File: config.mk
export PLATFORM = sky130hd
export DESIGN_NAME = train_sequencer
export DESIGN_NICKNAME = d
export VERILOG_FILES = /design/src/rtl/train_sequencer.sv
export SDC_FILE = /design/constraint.sdc
export NUM_CORES = 1
export LEC_CHECK = 0
export ABC_CLOCK_PERIOD_IN_PS = 3300
export CORE_ASPECT_RATIO = 1.75
export CORE_MARGIN = 2
export CORE_UTILIZATION = 50
export DETAILED_ROUTE_END_ITERATION = 6
export PLACE_DENSITY = 0.77
export SKIP_LAST_GASP = 1
export SLEW_MARGIN = 10
export SYNTH_ARGS = -nofsm -noshare
export SYNTH_HDL_FRONTEND = slang
export SYNTH_SLANG_ARGS = --single-unit
File: constraint.sdc
create_clock -name clk_i -period 3.3 [get_ports clk_i]
set_clock_uncertainty 0.15 [all_clocks]
set_input_delay 0.825 -clock clk_i [delete_from_list [all_inputs] [get_ports clk_i]]
set_output_delay 0.825 -clock clk_i [all_outputs]
set_load 0.1 [all_outputs]
File: src/rtl/train_sequencer.sv
// train_sequencer: forward/backward training-pass sequencer with per-layer handshake, iteration limit and watchdog
module train_sequencer #(
    parameter int LAYERS = 2,
    parameter int ITER_W = 8,
    parameter int TO_W   = 10,
    localparam int LW    = (LAYERS > 1) ? $clog2(LAYERS) : 1
) (
    input  logic              clk_i,
    input  logic              rst_i,
    input  logic              en_i,
    input  logic              init_i,
    input  logic              abort_i,
    input  logic [ITER_W-1:0] max_iter_i,
    input  logic              layer_done_i,
    input  logic              converged_i,
    output logic [1:0]        phase_o,
    output logic              first_pass_o,
    output logic [LW-1:0]     layer_o,
    output logic              layer_start_o,
    output logic              zero_loss_o,
    output logic              zero_final_o,
    output logic              zero_weight_update_o,
    output logic [ITER_W-1:0] iter_o,
    output logic              busy_o,
    output logic              done_o,
    output logic              timeout_o
);
    localparam logic [2:0] S_IDLE = 3'd0;
    localparam logic [2:0] S_FI   = 3'd1;
    localparam logic [2:0] S_FW   = 3'd2;
    localparam logic [2:0] S_BI   = 3'd3;
    localparam logic [2:0] S_BW   = 3'd4;
    localparam logic [2:0] S_DONE = 3'd5;
    localparam logic [2:0] S_ERR  = 3'd6;
    localparam logic [LW-1:0] LAST = LW'(LAYERS - 1);
    // last watchdog value before the terminal count of 2^TO_W-1
    localparam logic [TO_W-1:0] WD_END = ~TO_W'(1);

    logic [2:0]        state;
    logic [LW-1:0]     layer;
    logic [ITER_W-1:0] iter;
    logic              first_pass;
    logic [TO_W-1:0]   wdog;
    logic              last, limit, live, stop;

    assign last  = layer == LAST;
    assign limit = (max_iter_i != '0) && (iter >= max_iter_i);
    assign stop  = converged_i || limit;
    assign live  = en_i && !abort_i;

    assign zero_loss_o          = live && state == S_BW && layer_done_i && layer == '0;
    assign zero_final_o         = zero_loss_o;
    assign zero_weight_update_o = live && state == S_FW && layer_done_i && last && !first_pass && !stop;
    assign layer_start_o        = en_i && (state == S_FI || state == S_BI);

    assign busy_o       = state == S_FI || state == S_FW || state == S_BI || state == S_BW;
    assign done_o       = state == S_DONE;
    assign timeout_o    = state == S_ERR;
    assign phase_o      = state == S_IDLE ? 2'b00 :
                          (state == S_FI || state == S_FW) ? 2'b01 :
                          (state == S_BI || state == S_BW) ? 2'b10 : 2'b11;
    assign first_pass_o = first_pass;
    assign layer_o      = layer;
    assign iter_o       = iter;

    always_ff @(posedge clk_i or posedge rst_i) begin
        if (rst_i) begin
            state      <= S_IDLE;
            layer      <= '0;
            iter       <= '0;
            first_pass <= 1'b0;
            wdog       <= '0;
        end else if (en_i) begin
            if (abort_i) begin
                state      <= S_IDLE;
                layer      <= '0;
                iter       <= '0;
                first_pass <= 1'b0;
                wdog       <= '0;
            end else begin
                case (state)
                    S_IDLE, S_DONE: if (init_i) begin
                        state      <= S_FI;
                        layer      <= '0;
                        iter       <= '0;
                        first_pass <= 1'b1;
                        wdog       <= '0;
                    end
                    S_FI: begin
                        state <= S_FW;
                        wdog  <= '0;
                    end
                    S_BI: begin
                        state <= S_BW;
                        wdog  <= '0;
                    end
                    S_FW: if (layer_done_i) begin
                        if (!last) begin
                            layer <= layer + LW'(1);
                            state <= S_FI;
                        end else if (first_pass) begin
                            first_pass <= 1'b0;
                            state      <= S_BI;
                        end else begin
                            state <= stop ? S_DONE : S_BI;
                        end
                    end else begin
                        state <= (wdog == WD_END) ? S_ERR : state;
                        wdog  <= wdog + TO_W'(1);
                    end
                    S_BW: if (layer_done_i) begin
                        if (layer != '0) begin
                            layer <= layer - LW'(1);
                            state <= S_BI;
                        end else begin
                            iter  <= (&iter) ? iter : iter + ITER_W'(1);
                            state <= S_FI;
                        end
                    end else begin
                        state <= (wdog == WD_END) ? S_ERR : state;
                        wdog  <= wdog + TO_W'(1);
                    end
                    default: state <= state;
                endcase
            end
        end
    end
endmodule

# ---- Yosys cells after proc, flatten, opt, wreduce, memory -nomap -nowiden
# Cells that the tools add are included.
dict set report totals {
  register_bits 23
  latchBits 0
  ram_bits 0
  mem_bits_ro 0
  input_bits 15
  out_inout_bits 19
  word_cells 96
  n_memories 0
}
dict set report op_classes {
  n_addsub 4
  multipliers 0
  div_mod_pow 0
  magnitude_cmp 1
  eq_ne 14
  shifts 0
  mux 35
  bitwise 1
  reduce_logical 36
}
# cell count
set op_table {}
lappend op_table {{2-to-1 mux 8 bit} 5}
lappend op_table {{2-to-1 mux 10 bit} 3}
lappend op_table {{case mux 10 bit (3 select lines)} 1}
lappend op_table {{2-to-1 mux 3 bit} 8}
lappend op_table {{!= test 3 bit (second input constant)} 7}
lappend op_table {{case mux 8 bit (2 select lines)} 1}
lappend op_table {{case mux 3 bit (5 select lines)} 1}
lappend op_table {{logical AND 1 bit} 11}
lappend op_table {{2-to-1 mux 1 bit} 11}
lappend op_table {{adder 10 x 1 -> 10 bit (second input constant)} 1}
lappend op_table {{== test 10 bit (second input constant)} 1}
lappend op_table {{AND reduction 5 bit} 2}
lappend op_table {{== test 3 bit (second input constant)} 3}
lappend op_table {{adder 8 x 1 -> 8 bit (second input constant)} 1}
lappend op_table {{>= comparator 8 bit} 1}
lappend op_table {{AND reduction 8 bit} 1}
lappend op_table {{nonzero test 4 bit} 2}
lappend op_table {{nonzero test 8 bit} 1}
lappend op_table {{== test 3 x 2 -> 1 bit (second input constant)} 2}
lappend op_table {{logical OR 1 bit} 6}
lappend op_table {{2-to-1 mux 2 bit} 3}
lappend op_table {{AND reduction 6 bit} 1}
lappend op_table {{nonzero test 3 bit} 2}
lappend op_table {{nonzero test 6 bit} 1}
lappend op_table {{11 further kinds} 15}

# ---- Depth between registers and ports, before layout
# Gate-level depths: netlist of the first run.
dict set report logic_depth {
  depth_word 9
  depth_mapped 7
  mapped_depth_nobuf 7
}

# ---- Worst setup path after synthesis of the first run
# Ideal clock, no wire load.
dict set report synth_timing {
  kind {register -> output}
  start {register iter[0], in the netlist iter_o[0]}
  end {output port zero_weight_update_o}
  t_arrival_ps 5387
  t_required_ps 2325
  slack_ps -3062
  stages_incl_launch_ff 8
  n_path_buf 0
  path_cell_list {dfrtp_1 -> inv_1 -> ha_1 -> nand2b_1 -> a2111o_1 -> a311oi_1 -> a311oi_1 -> nor4b_1}
}
dict set report synth_between {
  elab_chain_cells 5
}
# element line_no
set synth_rtl {}
lappend synth_rtl {{start: declaration} 41} ;# logic [ITER_W-1:0] iter;
lappend synth_rtl {{start signal: assignment} 116} ;# iter <= (&iter) ? iter : iter + ITER_W'(1);
lappend synth_rtl {{>= comparator 8 bit} 47} ;# assign limit = (max_iter_i != '0) && (iter >= max_iter_i);
lappend synth_rtl {{logical AND 1 bit} 47}
lappend synth_rtl {{logical OR 1 bit} 48} ;# assign stop = converged_i || limit;
lappend synth_rtl {{zero test 1 bit} 53} ;# assign zero_weight_update_o = live && state == S_FW && layer_done_i && last && !first_pass && !stop;
lappend synth_rtl {{logical AND 1 bit} 53}
lappend synth_rtl {{end: declaration} 22} ;# output logic zero_weight_update_o,
# Every way passes these cells.

# ---- Final worst setup path of the first run
dict set report layout_timing {
  start {input port max_iter_i[0]}
  end {output port zero_weight_update_o}
}
dict set report layout_between {
  elab_chain_cells 5
  word_cells_on_any_way 6
  cone_classes {order compare (1); reduce/logical (5)}
}
# element line_no
set layout_rtl {}
lappend layout_rtl {{start: declaration} 13} ;# input logic [ITER_W-1:0] max_iter_i,
lappend layout_rtl {{>= comparator 8 bit / nonzero test 8 bit (equally long branches)} 47}
lappend layout_rtl {{logical AND 1 bit (*)} 47}
lappend layout_rtl {{logical OR 1 bit (*)} 48}
lappend layout_rtl {{zero test 1 bit (*)} 53}
lappend layout_rtl {{logical AND 1 bit (*)} 53}
# Every way passes the cells marked *; elsewhere a longest branch is shown, timed or not.

==> flow_metrics.env, run 1 <==
export IMPL_layout_area_overhead_vs_synth_pct=31.7
export IMPL_buffer_ports_inserted=33
export IMPL_finalCoreUtilization_pct=67.6
export IMPL_tritoncts="yes"
export IMPL_clock_latency_ns=0.27
export IMPL_slew_limit_headroom_pct=50.5
export IMPL_synth_top_cell_area_share_pct=31.5
export IMPL_power_leakage_nw=1.06
export IMPL_drt_wirelength_per_cell_um=16.1
export IMPL_largest_net_degree_at_the_start_of_global_routing=23
export IMPL_synthArstFlopShare_pct=100
export IMPL_worstPathMaxFanout=2
export IMPL_ys_flop_type="sky130_fd_sc_hd__dfrtp_1"
export IMPL_drc=0
export IMPL_rsz0062_at_grt="yes"
export IMPL_gpl_final_weighted_congestion=0.869
export IMPL_clk_pin_slew_worst_paths_ns=0.09
export IMPL_die_width_um=49.7
export IMPL_netlist_top_cells_area="sky130_fd_sc_hd__dfrtp_1 (32%), sky130_fd_sc_hd__ha_1 (7.5%), sky130_fd_sc_hd__nor2_1 (4.1%)"
export IMPL_die_area_um2=4170
export IMPL_yosys_warnings=0
export IMPL_final_min_clock_period_ns=3.51
export IMPL_critical_path_arrival_ns=2.54
export IMPL_critPathKind="in2out"
export IMPL_violated_checks="setup timing"
export IMPL_outcome="finished, violations left"
export IMPL_tightestPinTransition_ns=0.743
export IMPL_max_clock_path_buffers=2
export IMPL_cts_root_buf="sky130_fd_sc_hd__clkbuf_8"
export IMPL_count_of_flip_flops_with_a_built_in_enable_after_synthesis=0
export IMPL_detail_route_wirelength_um=4830
export IMPL_drt_pre_antenna_iters=4
export IMPL_cts_htree_levels=1
export IMPL_crit_buf_inv=2
export IMPL_drt_antenna_violating_nets=0
export IMPL_synthesis_area_per_instance_um2=8.34
export IMPL_synth_cells=219
export IMPL_core_area_um2=3560
export IMPL_synthDominantAreaCellType="sky130_fd_sc_hd__dfrtp_1"
export IMPL_max_cap_viol_count=0
export IMPL_critical_path_top_cell_by_count="sky130_fd_sc_hd__a311oi_2"
export IMPL_critical_path_max_stage_delay_ns=0.42
export IMPL_post_route_cells_drive_above_1_share_pct=27.2
export IMPL_num_rows=29
export IMPL_vias=1780
export IMPL_clkSinkCount=23
export IMPL_numCtsBuffers=3
export IMPL_vias_per_cell=5.93
export IMPL_slew_viol_final=0
export IMPL_crit_chain="buf_6 > ha_4 > nand2b_4 > a2111o_1 > a311oi_2 > a311oi_2 > nor4b_4 > buf_12"
export IMPL_endpoint_class_of_the_critical_path="primary output"
export IMPL_final_fill_count=330
export IMPL_vdd_ir_drop_max_v=0.000562
export IMPL_cts_hold_buf=0
export IMPL_netlist_top_cells_count="sky130_fd_sc_hd__dfrtp_1 (23), sky130_fd_sc_hd__nor2_1 (20), sky130_fd_sc_hd__inv_1 (13)"
export IMPL_globalRouteOverflowTotal=0
export IMPL_setup_violations=1
export IMPL_detailed_place_hpwl_um=3750
export IMPL_final_worst_setup_slack_ns=-0.213
export IMPL_critical_path_top_delay_family="compound AO/OA/AOI/OAI gates"
export IMPL_crit_path_top_delay_cell="sky130_fd_sc_hd__a2111o_1"
export IMPL_synth_distinct_cells=54
export IMPL_final_nets=281
export IMPL_setup_worst_path_start_class="input pin"
export IMPL_synth_ff_latch_count=23
export IMPL_start_util_pct=51.3
export IMPL_worst_hold_path_type="reg2reg"
export IMPL_synth_most_common_cell="sky130_fd_sc_hd__dfrtp_1"
export IMPL_pre_cts_slack_ns=-0.638
export IMPL_detailed_router_s_first_iteration_violation_count=44
export IMPL_globalRouteTotalUtil_pct=25.0
export IMPL_achievable_freq_ghz=0.285
export IMPL_period_share_pct=106
export IMPL_grt_pass1_wl_um=8310
export IMPL_powerDensity_nw_per_um2=514
export IMPL_post_synth_instance_area_um2=1830
export IMPL_ios=34
export IMPL_part_of_the_yosys_area_used_for_sequential_elements_pct=31.5
export IMPL_die_height_um=83.9
export IMPL_antenna_diode_count=0
export IMPL_timing_critical_path_required_ns=2.32
export IMPL_number_of_global_route_vias_before_repair=1845
export IMPL_finalHoldViolations=0
export IMPL_post_synth_net_total=245
export IMPL_antenna_found_initial=0
layout make-up:
cell class | count | area, µm² | area share (%)
multi-input combinational | 168 | 1250 | 51.8
sequential | 23 | 587 | 24.4
timing repair buffer | 44 | 412 | 17.1
tap | 46 | 57.6 | 2.39
inverter | 15 | 56.3 | 2.34
clock buffer | 3 | 41.3 | 1.72
clock inverter | 1 | 5.00 | 0.208
final timing paths:
kind                               start              endpoint  slack (ns)  cells after the start
min                              wdog[5]               wdog[5]        0.35                      1
max in group asynchronous          rst_i               layer_o        1.71                      3
min reg2reg                      wdog[5]               wdog[5]        0.35                      1
max                        max_iter_i[0]  zero_weight_update_o       -0.21                      8
min in group asynchronous          rst_i               wdog[6]        0.73                      2
max reg2reg                    iter_o[0]              state[2]        0.89                      9
power breakdown:
part           total (mW)  internal (mW)  switching (mW)
Clock               0.180         0.0844          0.0957
Sequential          0.388          0.309          0.0792
Combinational       0.667          0.212           0.454
Total                1.23          0.605           0.629
through the flow:
step | power, mW | instance area (µm²) | TNS [ns] | hold WS [ns] | instances
global route | 1.30 | 2400 | -0.304 | 0.374 | 300
floorplan | 0.903 | 1990 | -0.878 | 0.295 | 219
finish | 1.23 | 2400 | -0.213 | 0.349 | 300
detailed placement | 1.06 | 2350 | -0.638 | 0.335 | 295
CTS | 1.24 | 2400 | -0.229 | 0.351 | 300
global placement | 1.05 | 2350 | -0.590 | 0.333 | 295
cell families after synthesis:
group                    after synthesis  share of synthesized area, %
flip-flops                            23                          31.5
adder cells (fa/ha/maj)               11                          7.54
multiplexers                           4                          2.33
AO/OA/AOI/OAI                         59                          23.9
AND/OR/NAND/NOR                       90                          26.5
buffers and inverters                 28                          6.37
XOR/XNOR                               4                          1.92
state kept, by name (all words and copies together), names as in the netlist:
register and count:
first_pass_o 1, iter_o 8, layer_o 1, state 3, wdog 10
cell usage in the layout (no fill, tap or decap), types with 3 or more instances in the layout:
| cell | synthesis | final |
|---|---|---|
| sky130_fd_sc_hd__o31ai_1 | 7 | 7 |
| sky130_fd_sc_hd__buf_12 | 0 | 4 |
| sky130_fd_sc_hd__nand4_1 | 4 | 4 |
| sky130_fd_sc_hd__inv_1 | 13 | 10 |
| sky130_fd_sc_hd__nor2b_1 | 6 | 6 |
| sky130_fd_sc_hd__or3_1 | 3 | 3 |
| sky130_fd_sc_hd__clkbuf_8 | 0 | 3 |
| sky130_fd_sc_hd__nor2_1 | 20 | 20 |
| sky130_fd_sc_hd__nor3_1 | 7 | 6 |
| sky130_fd_sc_hd__nand2_1 | 11 | 11 |
| sky130_fd_sc_hd__and2_1 | 4 | 4 |
| sky130_fd_sc_hd__nand2b_1 | 8 | 7 |
| sky130_fd_sc_hd__dfrtp_1 | 23 | 16 |
| sky130_fd_sc_hd__a21oi_1 | 11 | 11 |
| sky130_fd_sc_hd__and3_1 | 11 | 11 |
| sky130_fd_sc_hd__o21ai_0 | 10 | 10 |
| sky130_fd_sc_hd__a22o_1 | 3 | 3 |
| sky130_fd_sc_hd__ha_1 | 11 | 5 |
| sky130_fd_sc_hd__inv_2 | 2 | 5 |
| sky130_fd_sc_hd__buf_4 | 2 | 26 |
| sky130_fd_sc_hd__dlygate4sd2_1 | 0 | 4 |
| sky130_fd_sc_hd__ha_2 | 0 | 3 |
| sky130_fd_sc_hd__clkdlybuf4s50_1 | 0 | 7 |
| sky130_fd_sc_hd__dfrtp_2 | 0 | 6 |
| sky130_fd_sc_hd__nand3_1 | 8 | 8 |
| sky130_fd_sc_hd__ha_4 | 0 | 3 |
what timing repair did:
action                     CTS  global route
setup buffers                1             0
pin swaps                    6             0
setup endpoints to repair    1             1
resized for setup           18             0
metal layers:
metal	up-vias	GRT usage, %	wire, µm
li1	871	-	-
met1	860	28.2	1920
met2	39	46.1	2700
met3	10	2.51	119
met4	0	10.6	92
met5	-	0	0
Note: power is estimated with default switching activity, not from simulation.
==> inputs of run 2 (changes only) <==
Settings changed: HOLD_SLACK_MARGIN set to 0.15, SETUP_SLACK_MARGIN set to 0.02.
==> results of run 2 <==
Same layout as run 1: the final DEF is identical, and so are final timing and power.
